[src/rtl/aib_rxfifo_rd_pkg.sv]
// Shared types and helpers for the AIB RX FIFO read-side controller.
// Holds the FIFO mode and FSM state encodings, the lane count per entry,
// and the binary/Gray pointer conversions.
package aib_rxfifo_rd_pkg;

   typedef enum logic [1:0] {
      FIFO_1X  = 2'b00,
      FIFO_2X  = 2'b01,
      FIFO_4X  = 2'b10,
      FIFO_REG = 2'b11
   } fifo_mode_e;

   typedef enum logic [1:0] {
      IDLE = 2'd0,
      FILL = 2'd1,
      RUN  = 2'd2
   } rd_state_e;

   localparam int LANES_PER_ENTRY = 4;

   // Register mode drives all four lanes of entry 0.
   localparam logic [LANES_PER_ENTRY-1:0] REG_LANES = 4'hF;

   // Widest pointer the conversion helpers handle; callers size-cast.
   localparam int PTR_MAX_W = 32;

   function automatic logic [PTR_MAX_W-1:0] bin2gray(input logic [PTR_MAX_W-1:0] b);
      return b ^ (b >> 1);
   endfunction

   function automatic logic [PTR_MAX_W-1:0] gray2bin(input logic [PTR_MAX_W-1:0] g);
      logic [PTR_MAX_W-1:0] b;
      b[PTR_MAX_W-1] = g[PTR_MAX_W-1];
      for (int i = PTR_MAX_W - 2; i >= 0; i--) begin
         b[i] = b[i+1] ^ g[i];
      end
      return b;
   endfunction

endpackage

[src/rtl/aib_rxfifo_rd_lanesel.sv]
// Combinational lane-select decoder: turns the entry being popped, the FIFO
// mode and Gen2 into the one-hot-per-lane read-enable mask. The parent
// registers the result.
module aib_rxfifo_rd_lanesel
   import aib_rxfifo_rd_pkg::*;
#(
   parameter  int DEPTH  = 16,
   parameter  int PTRW   = $clog2(DEPTH),
   localparam int DEPTH4 = DEPTH * LANES_PER_ENTRY
) (
   input  logic [PTRW-1:0]   entry,
   input  fifo_mode_e        mode,
   input  logic              gen2,
   input  logic              pop,
   output logic [DEPTH4-1:0] mask
);

   logic [LANES_PER_ENTRY-1:0] lanes;
   logic [PTRW-1:0]            slot;

   // Pick the lane pattern for the mode, then shift it to the entry's slot.
   always_comb begin
      lanes = '0;
      slot  = entry;
      case (mode)
         FIFO_1X: lanes = 4'b0001;
         FIFO_2X: lanes = 4'b0011;
         // 4:1 without Gen2 is not legal on the link; fall back to 2 lanes.
         FIFO_4X: lanes = gen2 ? 4'b1111 : 4'b0011;
         default: begin
            lanes = REG_LANES;
            slot  = '0;
         end
      endcase
      mask = pop ? (DEPTH4'(lanes) << {slot, 2'b00}) : '0;
   end

endmodule

[src/rtl/aib_rxfifo_rd_ctrl.sv]
// Read-side controller for the AIB RX adapter FIFO (rd_clk domain).
// Owns the read pointer, the watermark start-up (IDLE -> FILL -> RUN),
// empty/underflow detection and the registered per-lane read enables.
// Latency: pop in cycle c -> fifo_rd_en in c+1 -> rd_valid in c+2.
// Build option AIB_RXFIFO_RD_GRAY_EN: rd_ptr leaves Gray-coded from its own
// register and wr_ptr_sync is taken as Gray; otherwise both are binary.
module aib_rxfifo_rd_ctrl
   import aib_rxfifo_rd_pkg::*;
#(
   parameter  int DEPTH  = 16,
   parameter  int PTRW   = $clog2(DEPTH),
   localparam int DEPTH4 = DEPTH * LANES_PER_ENTRY
) (
   input  logic              rd_clk,
   input  logic              rd_rst,
   input  logic              rd_start,
   input  logic [1:0]        r_fifo_mode,
   input  logic              m_gen2_mode,
   input  logic [PTRW:0]     r_rd_wm,
   input  logic              rd_req,
   input  logic [PTRW:0]     wr_ptr_sync,
   output logic [DEPTH4-1:0] fifo_rd_en,
   output logic [PTRW:0]     rd_ptr,
   output logic              rd_valid,
   output logic              fifo_empty,
   output logic              rd_underflow,
   output logic [1:0]        rd_state
);

   fifo_mode_e        mode;
   rd_state_e         state;
   logic [PTRW:0]     rd_bin;
   logic [PTRW:0]     rd_bin_inc;
   logic [PTRW:0]     wr_bin;
   logic [PTRW:0]     lvl;
   logic              pop;
   logic              underflow_set;
   logic              vld_p1;
   logic [DEPTH4-1:0] lane_mask;

   assign mode       = fifo_mode_e'(r_fifo_mode);
   assign rd_bin_inc = rd_bin + 1'b1;

`ifdef AIB_RXFIFO_RD_GRAY_EN
   logic [PTRW:0] rd_gray;

   assign wr_bin = (PTRW+1)'(gray2bin(PTR_MAX_W'(wr_ptr_sync)));
   assign rd_ptr = rd_gray;
`else
   assign wr_bin = wr_ptr_sync;
   assign rd_ptr = rd_bin;
`endif

   // Fill level relies on modulo wrap of the extra pointer bit.
   assign lvl        = wr_bin - rd_bin;
   assign fifo_empty = (lvl == '0);

   assign pop           = (state == RUN) && rd_req && !fifo_empty && (mode != FIFO_REG);
   assign underflow_set = (state == RUN) && rd_req &&  fifo_empty && (mode != FIFO_REG);
   assign rd_state      = state;

   aib_rxfifo_rd_lanesel #(
      .DEPTH (DEPTH),
      .PTRW  (PTRW)
   ) u_lanesel (
      .entry (rd_bin[PTRW-1:0]),
      .mode  (mode),
      .gen2  (m_gen2_mode),
      .pop   (pop),
      .mask  (lane_mask)
   );

   // FSM, read pointer and the enable/valid pipeline; dropping rd_start
   // returns everything to the IDLE values.
   always_ff @(posedge rd_clk or posedge rd_rst) begin
      if (rd_rst) begin
         state        <= IDLE;
         rd_bin       <= '0;
`ifdef AIB_RXFIFO_RD_GRAY_EN
         rd_gray      <= '0;
`endif
         fifo_rd_en   <= '0;
         vld_p1       <= 1'b0;
         rd_valid     <= 1'b0;
         rd_underflow <= 1'b0;
      end else if (!rd_start) begin
         state        <= IDLE;
         rd_bin       <= '0;
`ifdef AIB_RXFIFO_RD_GRAY_EN
         rd_gray      <= '0;
`endif
         fifo_rd_en   <= '0;
         vld_p1       <= 1'b0;
         rd_valid     <= 1'b0;
         rd_underflow <= 1'b0;
      end else begin
         // stage p1: lane enables of the popped entry
         fifo_rd_en <= lane_mask;
         vld_p1     <= pop;
         // stage p2: datapath output valid
         rd_valid   <= vld_p1;

         if (pop) begin
            rd_bin  <= rd_bin_inc;
`ifdef AIB_RXFIFO_RD_GRAY_EN
            rd_gray <= (PTRW+1)'(bin2gray(PTR_MAX_W'(rd_bin_inc)));
`endif
         end

         if (underflow_set) begin
            rd_underflow <= 1'b1;
         end

         case (state)
            IDLE: begin
               if (mode == FIFO_REG) begin
                  state      <= RUN;
                  fifo_rd_en <= DEPTH4'(REG_LANES);
                  vld_p1     <= 1'b1;
               end else begin
                  state <= FILL;
               end
            end
            FILL: begin
               if (lvl >= r_rd_wm) begin
                  state <= RUN;
               end
            end
            RUN: begin
               // Register mode streams entry 0 continuously.
               if (mode == FIFO_REG) begin
                  fifo_rd_en <= DEPTH4'(REG_LANES);
                  vld_p1     <= 1'b1;
               end
            end
            default: state <= IDLE;
         endcase
      end
   end

endmodule

[config.mk]
export PLATFORM = sky130hd
export DESIGN_NAME = aib_rxfifo_rd_ctrl
export DESIGN_NICKNAME = d
export VERILOG_FILES = /design/src/rtl/aib_rxfifo_rd_pkg.sv /design/src/rtl/aib_rxfifo_rd_lanesel.sv /design/src/rtl/aib_rxfifo_rd_ctrl.sv
export SDC_FILE = /design/constraint.sdc
export NUM_CORES = 1
export LEC_CHECK = 0
export CORE_MARGIN = 4
export CORE_UTILIZATION = 46
export CTS_BUF_LIST = sky130_fd_sc_hd__clkbuf_2 sky130_fd_sc_hd__clkbuf_4 sky130_fd_sc_hd__clkbuf_8
export DETAILED_ROUTE_END_ITERATION = 10
export GPL_TIMING_DRIVEN = 0
export PLACE_DENSITY_LB_ADDON = 0.05
export REMOVE_ABC_BUFFERS = 1
export SLEW_MARGIN = 20
export SYNTH_ARGS = -nofsm -noshare
export SYNTH_HDL_FRONTEND = slang
export SYNTH_SLANG_ARGS = --single-unit
[constraint.sdc]
create_clock -name rd_clk -period 3.2 [get_ports rd_clk]
set_input_delay 0.64 -clock rd_clk [delete_from_list [all_inputs] [get_ports rd_clk]]
set_output_delay 0.64 -clock rd_clk [all_outputs]
set_load 0.1 [all_outputs]
==> results of run 1 <==
flip-flops by register name, indices dropped and copies added, names as in the netlist:
signal,flops
rd_state,2
fifo_rd_en,48
vld_p1,1
rd_ptr,5
rd_underflow,1
rd_valid,1
cell usage after synthesis (all sizes together):
cell     number
buf          21
and2          2
o22ai         1
a31oi         2
mux2i         4
ha           10
nor3         15
xor2          2
and3b         1
o41ai         1
o31ai         1
nor3b         2
and3          1
nand3b        3
fa            1
nor2         23
nand2        21
o211ai        2
nor2b         1
nor4         14
a21oi         4
inv          13
dfrtp        58
and4          1
nand2b        4
o2bb2ai       1
a21boi        2
a21o          3
o21a          3
clkbuf        6
nand4         3
xnor2         2
nand3         1
o2111ai       1
and4b         1
o21ai         6
worst min-delay path by stage:
| stage | cells after the start | endpoint | start | slack, ns |
|---|---|---|---|---|
| after global routing | 1 | rd_valid | vld_p1 | 0.51 |
| final | 1 | rd_valid | vld_p1 | 0.47 |
| after floorplan | 1 | rd_valid | vld_p1 | 0.43 |
| after detailed placement | 1 | rd_valid | vld_p1 | 0.46 |
| after global placement | 1 | rd_valid | vld_p1 | 0.44 |
| after CTS | 1 | rd_valid | vld_p1 | 0.48 |
stage by stage:
stage               cell area (µm²)  utilization, %
floorplan                      2390               -
global placement               3380            64.2
CTS                            3660            69.4
finish                         3760            71.4
detailed placement             3390            64.2
global route                   3760            71.4
metal layers:
metal | track usage [%] | vias up | part of all wire [%]
met5 | 0 | - | 0
met1 | 22.3 | 958 | 44
met3 | 4.65 | 9 | 5.4
li1 | - | 968 | -
met2 | 29.9 | 70 | 49
met4 | 7.13 | 0 | 1.3
critical path, delay by kind of cell:
family | cells | cell delay [ns]
buffers and inverters | 3 | 0.73
AO/OA/AOI/OAI | 2 | 0.37
adder cells (fa/ha/maj) | 1 | 0.36
XOR/XNOR | 1 | 0.23
AND/OR/NAND/NOR | 1 | 0.14
area by class of cell:
class	instances	area share, %
timing repair buffer	101	26.6
clock inverter	7	3.09
sequential	58	38.7
clock buffer	9	3.29
inverter	13	1.43
tap	70	2.33
multi-input combinational	139	24.6
cell families after synthesis:
logic type,count (synthesis)
AO/OA/AOI/OAI,27
XOR/XNOR,4
flip-flops,58
multiplexers,4
buffers and inverters,40
adder cells (fa/ha/maj),11
AND/OR/NAND/NOR,93
timing repair:
item	4_1_cts	5_1_grt
setup endpoints to repair	31	2
setup buffers	1	10
gates resized for setup	13	9
gates cloned	0	0
pin swaps	2	5
power groups by stage:
| stage | Clock, mW | Combinational [mW] | Sequential (mW) |
|---|---|---|---|
| after floorplan | 0 | 0.0954 | 0.852 |
| after global placement | 0 | 0.250 | 0.771 |
| after detailed placement | 0 | 0.254 | 0.771 |
| after CTS | 0.821 | 0.261 | 0.758 |
| after global routing | 0.876 | 0.306 | 0.757 |
| final | 0.807 | 0.282 | 0.755 |
layout by cell type, fill, tap and decap left out, types with 4 or more instances in the layout:
master           instances
buf_4                   10
clkbuf_8                 9
clkdlybuf4s50_1         88
dfrtp_1                 56
ha_1                     9
inv_1                   10
mux2i_1                  4
nand2_1                 21
nand2b_1                 4
nor2_1                  22
nor3_1                  15
nor4_1                  14
o21ai_0                  4
==> impl_metrics.tcl, run 1 <==
set metrics [dict create \
    clockRootBuffer "clkbuf_8" \
    hp-class "register to register" \
    fin_tns_setup_ns 0 \
    dp.cells 370 \
    fin_skew_ns 0.00557 \
    cts_max_level 3 \
    r2r.worst_path.cells 9 \
    r2r_setup_slack_ns 0.37 \
    grt_max_degree 59 \
    cts.clk_slew.worst_paths_ns 0.07 \
    overflow 0 \
    finalPower_mw 1.84 \
    synth_top_family_by_area "simple AND/OR/NAND/NOR gates" \
    synth_area_per_cell_um2 10.9 \
    synth_compound_area_share_pct 7.78 \
    cts_hold_buffers 0 \
    track_usage_pct 17.9 \
    portBuffers 90 \
    min_period_ns 3.12 \
    dp_hpwl_um 4090 \
    yosysWarnings 0 \
    cp-start-kind "input pin" \
    hold-worst-slack_ns 0.468 \
    grt_pass1_wl_um 9890 \
    layout-drive-gt1-share_pct 13.1 \
    maxSlewViolCount 0 \
    multi_input_area_um2 927 \
    synth_fa_ha_area_share_pct 5.64 \
    dieHeight_um 82.8 \
    crit_path_max_incr_delay_ns 0.46 \
    routed_wl_um 5990 \
    grt_pass1_vias 1991 \
    critPathRequiredTime_ns 2.56 \
    initial_core_util_pct 48.8 \
    n_antenna_cell 0 \
    gp_congestion 0.766 \
    fillers 414 \
    syn_area_um2 2570 \
    ff_latch_area_um2 1460 \
    ioPinCount 91 \
    synth.top_cell.area_share_pct 56.4 \
    drt-pass1-iter-count 4 \
    synth_seq_cells 58 \
    hold_viol 0 \
    p_seq_share_pct 40.9 \
    worstSetupPathType "input pin to primary output" \
    switching_share_pct 26.6 \
    clock_path_buffers 2 \
    finalCritPeriodShare_pct 97.4 \
    coreArea_um2 5270 \
    row_count 26 \
    drtAntennaViolNets 0 \
    cts.sinks 58 \
    area_growth_pct 46.3 \
    wl_per_cell_um 15.1 \
    p_clk_share_pct 43.8 \
    clock.fmax_mhz 321 \
    power_leakage_nw 1.64 \
    synthTopCellsByArea "dfrtp_1 (56%), buf_4 (5.3%), ha_1 (4.9%)" \
    place_ws_ns -1.16 \
    crit_arrival_ns 2.48 \
    status "complete, no violations" \
    yosysTopAreaCell "dfrtp_1" \
    r2r-start "rd_ptr[1]" \
    startpoint "wr_ptr_sync[1]" \
    crit_slowest_cell "clkdlybuf4s50_1" \
    finalNetCount 350 \
    cp_max_fo 6 \
    cap_violations 0 \
    p_sw_uw 490 \
    fp.dieW_um 82.8 \
    drt_iter0_markers 141 \
    synth.yosys.seq_area_share_pct 56.4 \
    setup_slack_ns 0.0827 \
    r2r_end "fifo_rd_en[0]" \
    vias 2005 \
    synthMuxAreaShare_pct 1.56 \
    synthCells 237 \
    setup-violations-final 0 \
    endpoint "fifo_empty" \
    cp-end-kind "primary output" \
    drcViolationCount 0 \
    internal_power_mw 1.35 \
    power_density_nw_per_um2 490 \
    tightest_slew_ns 0.995 \
    cts_tree "yes" \
    fp.dieArea_um2 6860 \
    instances_no_fill 397 \
    max_slew_margin_pct 33.5 \
    numCtsBuffers 9 \
    synth_cell_types 43 \
    vdd_drop_max_uv 321 \
    synth-simple-area-share_pct 18.1 \
    synthXorXnorAreaFrac_pct 1.65 \
    viasPerCell 5.05 \
    combPwrFrac_pct 15.3 \
    antenna_found_initial 0 \
    worstSkewPairLatency_ns 0.33 \
    path_cells "clkdlybuf4s50_1 > fa_2 > a21o_1 > a21oi_2 > xor2_2 > inv_4 > nor2_4 > buf_12" \
]
No activity file was read; power rests on OpenSTA's default activity.
==> run 2: changes to the inputs <==
PLACE_DENSITY = 0.82   (was unset)
PLACE_DENSITY_LB_ADDON = unset   (was 0.05)
==> impl_metrics.tcl, run 2 (synthesis results as in run 1) <==
set metrics [dict create \
    finalPower_mw 1.72 \
    status "complete, no violations" \
    fp.dieArea_um2 6860 \
    antenna_found_initial 0 \
    cp-start-kind "input pin" \
    vdd_drop_max_uv 311 \
    rsz0062_at_grt "no" \
    worstSetupPathType "input pin to primary output" \
    fp.dieW_um 82.8 \
    grt_pass1_vias 1999 \
    overflow 0 \
    viasPerCell 5.13 \
    maxSlewViolCount 0 \
    clockRootBuffer "clkbuf_8" \
    area_growth_pct 44.0 \
    n_antenna_cell 0 \
    ioPinCount 91 \
    gp_congestion 0.808 \
    mostFrequentLayoutCell "clkdlybuf4s50_1" \
    track_usage_pct 18.7 \
    stdcell_area_um2 3710 \
    grt_pass1_wl_um 10100 \
    drcViolationCount 0 \
    cap_violations 0 \
    worstSkewPairLatency_ns 0.33 \
    dieHeight_um 82.8 \
    largest_reg_flops 48 \
    numCtsBuffers 9 \
    grt_max_degree 39 \
    cts_tree "yes" \
    cts.sinks 58 \
    cts_max_level 3 \
    finalNetCount 346 \
    hold_viol 0 \
    r2r.worst_path.cells 12 \
    cts_hold_buffers 0 \
    wl_per_cell_um 16.0 \
    postLayoutCoreUtil_pct 70.3 \
    cp-end-kind "primary output" \
    initial_core_util_pct 48.8 \
    coreArea_um2 5270 \
    clock.fmax_mhz 324 \
    min_period_ns 3.09 \
    finalCritPeriodShare_pct 96.5 \
    routed_wl_um 6290 \
    setup-violations-final 0 \
    cp_max_fo 4 \
    critPathRequiredTime_ns 2.56 \
    top_register "fifo_rd_en" \
    power_leakage_nw 1.61 \
    clock_path_buffers 2 \
    cts.clk_slew.worst_paths_ns 0.06 \
    hold-worst-slack_ns 0.462 \
    tightest_slew_ns 1.02 \
    vias 2017 \
    crit_arrival_ns 2.45 \
    drt-pass1-iter-count 4 \
    fin_skew_ns 0.00569 \
    portBuffers 90 \
    drt_iter0_markers 149 \
    layout_common_cells "clkdlybuf4s50_1 (87), dfrtp_1 (56), nor2_1 (22)" \
    fillers 375 \
    row_count 26 \
    hold_path_depth 1 \
    hp-class "register to register" \
    postPlaceCellArea_um2 3400 \
    max_slew_margin_pct 31.6 \
    power_density_nw_per_um2 464 \
    dp_hpwl_um 4400 \
    setup_slack_ns 0.111 \
    place_ws_ns -1.17 \
    layout-drive-gt1-share_pct 12.1 \
    drtAntennaViolNets 0 \
]
[run 2: cell types whose count changed in the layout (fill, tap and decap cells not counted), moves of 2 or more]
| cell | before | now |
|---|---|---|
| inv_2 | 1 | 3 |
| inv_4 | 2 | 0 |
| clkbuf_8 | 9 | 13 |
| buf_4 | 10 | 5 |
| bufinv_16 | 3 | 1 |
[run 2: worst paths after layout]
| check | startpoint | endpoint | slack [ns] |
|---|---|---|---|
| worst max-delay path | wr_ptr_sync[2] | fifo_empty | 0.11 |
| worst min-delay path | vld_p1 | rd_valid | 0.46 |
| worst max register to register | rd_ptr[0] | fifo_rd_en[53] | 0.14 |
| worst min register to register | vld_p1 | rd_valid | 0.46 |
| max in group asynchronous | rd_rst | rd_ptr[2] | 2.00 |
| min in group asynchronous | rd_rst | fifo_rd_en[32] | 0.65 |
[run 2: routing by layer]
layer,global-route usage [%],routed length [µm],up-vias
met3,6.83,453,11
met4,5.35,79,0
met5,0,0,-
li1,-,-,956
met1,22.3,2600,954
met2,31.6,3160,96
[run 2: worst max-delay path, stage by stage]
cell and delay [ns]:
clkdlybuf4s50_1 0.41, ha_1 0.35, a21o_1 0.21, a21oi_2 0.18
xor2_2 0.24, inv_2 0.09, nor2_4 0.14, buf_12 0.18
[run 2: through the flow]
step	setup TNS (ns)	std cells
after floorplan	-9.12	210
after global routing	0	393
final	0	393
after CTS	0	390
after detailed placement	-15.61	371
after global placement	-12.43	370
[run 2: report_power, final]
group | internal (mW) | switching [mW] | leakage, nW
logic | 0.0888 | 0.182 | 0.694
registers | 0.745 | 0.0139 | 0.803
clock network | 0.421 | 0.271 | 0.112
total | 1.26 | 0.466 | 1.61
[run 2: repair_timing]
item | 4_1_cts | 5_1_grt
pin swaps | 4 | 4
endpoints found under the setup margin | 31 | 1
gates cloned | 0 | 0
gates resized for setup | 20 | 2
setup buffers | 3 | 3
[run 2: layout make-up]
cell class                 count  area [µm²]  area share [%]
sequential                    58        1460            39.3
timing repair buffer          97         981            26.5
multi-input combinational    139         920            24.8
clock buffer                  12         165            4.45
tap                           70        87.6            2.36
clock inverter                 4        48.8            1.32
inverter                      13        48.8            1.32
==> RTL change 1 (settings of run 2) <==
Put one more register stage on the output `rd_underflow`, cleared by the reset. The value now appears one clock later. The other outputs are not delayed to match.
--- a/src/rtl/aib_rxfifo_rd_ctrl.sv
+++ b/src/rtl/aib_rxfifo_rd_ctrl.sv
@@ -27,4 +27,6 @@
    output logic [1:0]        rd_state
 );
+
+   logic rd_underflow_s0;
 
    fifo_mode_e        mode;
@@ -83,5 +85,5 @@
          vld_p1       <= 1'b0;
          rd_valid     <= 1'b0;
-         rd_underflow <= 1'b0;
+         rd_underflow_s0 <= 1'b0;
       end else if (!rd_start) begin
          state        <= IDLE;
@@ -93,5 +95,5 @@
          vld_p1       <= 1'b0;
          rd_valid     <= 1'b0;
-         rd_underflow <= 1'b0;
+         rd_underflow_s0 <= 1'b0;
       end else begin
          // stage p1: lane enables of the popped entry
@@ -109,5 +111,5 @@
 
          if (underflow_set) begin
-            rd_underflow <= 1'b1;
+            rd_underflow_s0 <= 1'b1;
          end
 
@@ -139,4 +141,12 @@
    end
 
+   always_ff @(posedge rd_clk or posedge rd_rst) begin
+      if (rd_rst) begin
+         rd_underflow <= '0;
+      end else begin
+         rd_underflow <= rd_underflow_s0;
+      end
+   end
+
 endmodule
 
Behaviour: not the same (a bounded check fails within 4 cycles, from zero or initial values and one cycle with rd_rst high).
==> RTL change 1 against run 2 <==
  * Area after synthesis up 0.97%
  * Sequential power increased by 2%
  * Via count grew 0.35%
  * Worst hold slack got worse by 0.066 ns
  * Final area is 0.44% higher
  * Sequential cell count increased by 1
  * Final cell count decreased by 0.25%
  * Critical path depth is 1 higher
  * Largest power group unchanged
  * Worst setup slack gained 0.068 ns
  * Power is 3.6% higher
  * Highest routed layer unchanged
  * Wire length fell by 7.4%
==> RTL change 1: results (changes against run 2) <==
met2 WL=2.92 mm (was 3.16 mm); met2 usage=29.2% (was 31.6%); DR WL met3=473 um (was 453 um); clock-pin transition on the worst setup and hold timing paths=0.06 ns (about the same); vias in the first global route=1932 (was 1999); global-route wire length before repair=9.67 mm (was 10.1 mm); Slew @ Worst Pin=0.996 ns (was 1.02 ns); hold crit path type=flip-flop to flip-flop (unchanged); Top reg by flops=fifo_rd_en (unchanged); FILL cells=418 (was 375); total CTS buffers=9 (unchanged); Int Power=1.30 mW (was 1.26 mW); met3 GRT Util=5.56% (was 6.83%); Main synth FF type=dfrtp_1 (unchanged); Worst path max stage delay=0.48 ns (was 0.41 ns); share of layout cells above drive strength 1=10.9% (was 12.1%); CP max-delay cell=dfrtp_2 (was clkdlybuf4s50_1); pin count of the biggest net entering global routing=60 (was 39); M1 wire length=2.34 mm (was 2.60 mm); Root Driver=clkbuf_8 (unchanged); Mapped Cells=238 (was 237); GR Layer Usage met1=21.4% (was 22.3%); Crit path max-delay family=adder cells (was buffers and inverters); final instance count without filler cells=392 (was 393); gpl congestion=0.859 (was 0.808); CTS H-tree depth=3 (unchanged); Final #Nets=343 (was 346); Port Buffers=90 (unchanged); arrival time at the worst endpoint=2.38 ns (was 2.45 ns); initial drt markers=111 (was 149); diodes inserted=0 (unchanged); GRT Resource Usage Total=17.8% (was 18.7%); Worst-Skew Late Latency=0.33 ns (about the same); DP Wirelength=4.13 mm (was 4.40 mm); Warnings, synthesis=0 (unchanged); most area-consuming cells after synthesis=dfrtp_1 57%, buf_4 5.2%, ha_1 4.8% (was dfrtp_1 56%, buf_4 5.3%, ha_1 4.9%); worst vdd ir=0.296 mV (was 0.311 mV); routed len/inst=14.8 um (was 16.0 um); Synth cell types=43 (unchanged); CP Max Fanout=12 (was 4); top cells by count, synth=59 x dfrtp_1, 23 x nor2_1, 21 x nand2_1 (was 58 x dfrtp_1, 23 x nor2_1, 21 x nand2_1); flip-flop count of the largest register after layout=48 (unchanged); DR pass1 iterations=4 (unchanged); P_leak=1.61 nW (about the same); area post-placement=0.00341 sq mm (was 0.00340 sq mm); worst clock skew=0.00922 ns (was 0.00569 ns); CTS max path bufs=2 (unchanged); antenna violations before repair=0 (unchanged); Inst Count DP=373 (was 371); share of the yosys chip area belonging to registers=56.8% (was 56.4%); vias post-DR=2024 (was 2017); run status=complete, no violations (unchanged); Top Metal Used=met4 (unchanged); Async SR Flop Fraction=100% (unchanged)
==> RTL change 1: cell count changes in the layout (fill, tap and decap cells not counted), moves of 2 or more <==
cell,change
buf_4,-2
clkinvlp_4,+2
clkbuf_8,-3
dlymetal6s2s_1,+2
inv_2,-2
inv_4,+2
==> RTL change 1: kinds of logic (layout without fill, tap and decap cells) <==
group	Yosys count	in the layout	synth area share, %
AND/OR/NAND/NOR	93	93	18.0
flip-flops	59	59	56.8
buffers and inverters	40	122	8.76
AO/OA/AOI/OAI	27	27	7.70
adder cells (fa/ha/maj)	11	11	5.59
XOR/XNOR	4	4	1.64
multiplexers	4	4	1.54
==> RTL change 1: layout make-up <==
type / instances / area [sq um] / share of cell area, %
clock buffers: 10 / 138 / 3.70
clock inverters: 6 / 88.8 / 2.39
inverters: 13 / 53.8 / 1.44
multi-input cells: 139 / 933 / 25.1
flip-flops and latches: 59 / 1480 / 39.8
well taps: 72 / 90.1 / 2.42
repair buffers: 93 / 938 / 25.2
==> RTL change 1: final timing paths <==
check,end,start,depth (start not counted),slack (ns)
worst max-delay path,fifo_empty,rd_ptr[0],9,0.18
worst min register to register,rd_underflow,rd_underflow_s0,0,0.40
min in group asynchronous,fifo_rd_en[39],rd_rst,2,0.77
max in group asynchronous,rd_ptr[2],rd_rst,2,1.90
worst min-delay path,rd_underflow,rd_underflow_s0,0,0.40
worst max register to register,fifo_rd_en[0],rd_ptr[0],10,0.28
==> RTL change 1: worst register-to-register path: cells and delay by family (launching register included) <==
kind                     cells  cell delay [ns]
AO/OA/AOI/OAI                4             1.20
XOR/XNOR                     1             0.23
adder cells (fa/ha/maj)      2             0.59
buffers and inverters        3             0.27
flip-flops                   1             0.48
==> RTL change 1: metrics by stage <==
step | hold WS, ns | setup TNS, ns | util [%] | worst slack [ns] | power [mW]
2_1_floorplan | 0.354 | -9.12 | - | -1.25 | 0.960
3_3_place_gp | 0.385 | -13.40 | 61.9 | -1.14 | 1.03
3_5_place_dp | 0.392 | -16.56 | 62.0 | -1.17 | 1.04
4_1_cts | 0.400 | -2.26 | 66.6 | -0.202 | 1.78
5_1_grt | 0.406 | 0 | 67.6 | 0.0195 | 1.86
6_report | 0.396 | 0 | 67.6 | 0.179 | 1.78
==> RTL change 1: power groups by stage <==
stage	logic, mW	registers, mW	clock network [mW]
3_5_place_dp	0.252	0.785	0
4_1_cts	0.257	0.771	0.753
3_3_place_gp	0.247	0.784	0
5_1_grt	0.290	0.773	0.792
6_report	0.268	0.771	0.744
2_1_floorplan	0.0956	0.865	0
==> RTL change 1: timing repair <==
item | CTS | global route
hold buffers | 0 | 0
setup buffers | 1 | 2
resized for setup | 12 | 12
endpoints found under the setup margin | 31 | 2
pin swaps | 0 | 5
==> RTL change 2 (settings of run 2) <==
Without the edit above. Build with the macro `AIB_RXFIFO_RD_GRAY_EN` defined.
--- a/src/rtl/aib_rxfifo_rd_ctrl.sv
+++ b/src/rtl/aib_rxfifo_rd_ctrl.sv
@@ -5,4 +5,6 @@
 // Build option AIB_RXFIFO_RD_GRAY_EN: rd_ptr leaves Gray-coded from its own
 // register and wr_ptr_sync is taken as Gray; otherwise both are binary.
+`define AIB_RXFIFO_RD_GRAY_EN
+
 module aib_rxfifo_rd_ctrl
    import aib_rxfifo_rd_pkg::*;
Function: changed (a bounded check fails within 4 cycles, from zero or initial values and one cycle with rd_rst high).
==> RTL change 2 against run 2 <==
  * The run now ends with negative setup slack left
  * Sequential share of layout area shrank 4.3 points
  * Area after synthesis up 11%
  * Power up 23%
  * Wire length up 22%
  * Critical path depth up 5
  * Largest power group unchanged
  * Worst setup slack got worse by 0.41 ns
  * Highest routed layer unchanged
  * Sequential cell count increased by 4
  * Final area up 20%
  * Largest cell class unchanged
==> RTL change 2: results (changes against run 2) <==
global-route wire length before repair=11.3 mm (was 10.1 mm); Layout clock buffers=13 (was 12); routed len/inst=17.0 um (was 16.0 um); run status=finished, violations left (was complete, no violations); pin count of the biggest net entering global routing=63 (was 39); share of the yosys chip area belonging to registers=54.5% (was 56.4%); Non-CTS inverters=16 (was 13); die width=86.7 um (was 82.8 um); Non-clock buffers, area share=24.6% (was 26.5%); clock sink total=62 (was 58); Sequential Area=0.00155 sq mm (was 0.00146 sq mm); Flop pwr share=38.5% (was 44.1%); Clock power frac=38.0% (was 40.2%); met3 GRT Util=4.47% (was 6.83%); worst clock skew=0.00568 ns (was 0.00569 ns); Final clock-cell share=5.36% (was 5.77%); Synth cell types=39 (was 43); M1 wire length=2.69 mm (was 2.60 mm); GRT Resource Usage Total=19.8% (was 18.7%); P_leak=1.95 nW (was 1.61 nW); reg2reg start=rd_bin[2] (was rd_ptr[0]); R2R Path End=rd_state[1] (was fifo_rd_en[53]); CP max-delay cell=fa_2 (was clkdlybuf4s50_1); multi-input combinational area share=31.5% (was 24.8%); bufs w/o clock=108 (was 97); most area-consuming cells after synthesis=dfrtp_1 54%, nor2_1 5.8%, buf_4 4.7% (was dfrtp_1 56%, buf_4 5.3%, ha_1 4.9%); failing checks=negative setup slack; Worst path max stage delay=0.35 ns (was 0.41 ns); total power per unit cell area=478 mW/mm^2 (was 464 mW/mm^2); arrival time at the worst endpoint=2.86 ns (was 2.45 ns); Final #Nets=398 (was 346); final hold slack=0.471 ns (was 0.462 ns); worst-case reg-to-reg path depth=14 (was 12); post-cts sizing count=51 (was 20); vias in the first global route=2286 (was 1999); initial drt markers=150 (was 149); met2 WL=4.13 mm (was 3.16 mm); DR WL met3=630 um (was 453 um); Crit path max-delay family=XOR/XNOR gates (was buffers and inverters); TNS Setup=-0.537 ns (was 0 ns); comb_multi_in=173 (was 139); share of layout cells above drive strength 1=25.1% (was 12.1%); slack of the critical path=-0.302 ns (was 0.111 ns); Mapped Cells=274 (was 237); # setup viols final=10 (was 0)
-- RTL change 2: changes by cell type in the layout (fill, tap and decap cells not counted), moves of 4 or more --
cell,delta
buf_6,+8
xnor2_1,+5
nor3_2,+15
buf_4,+4
nand2_1,-6
dfrtp_1,+6
nand3_1,+4
nand3_4,+6
nor4_1,-14
nor2_2,+7
nor2_1,+14
o21ai_0,-4
nor2b_1,+6
nor3_1,-11
-- RTL change 2: how the worst max path moves through the flow --
stage	start	to	slack [ns]	cells past startpoint
floorplan	wr_ptr_sync[3]	fifo_empty	-0.81	11
global placement	wr_ptr_sync[4]	fifo_empty	-2.12	13
detailed placement	wr_ptr_sync[4]	fifo_empty	-2.26	13
CTS	wr_ptr_sync[4]	fifo_empty	-0.35	13
global route	wr_ptr_sync[3]	fifo_empty	-0.42	13
finish	wr_ptr_sync[3]	fifo_empty	-0.30	13
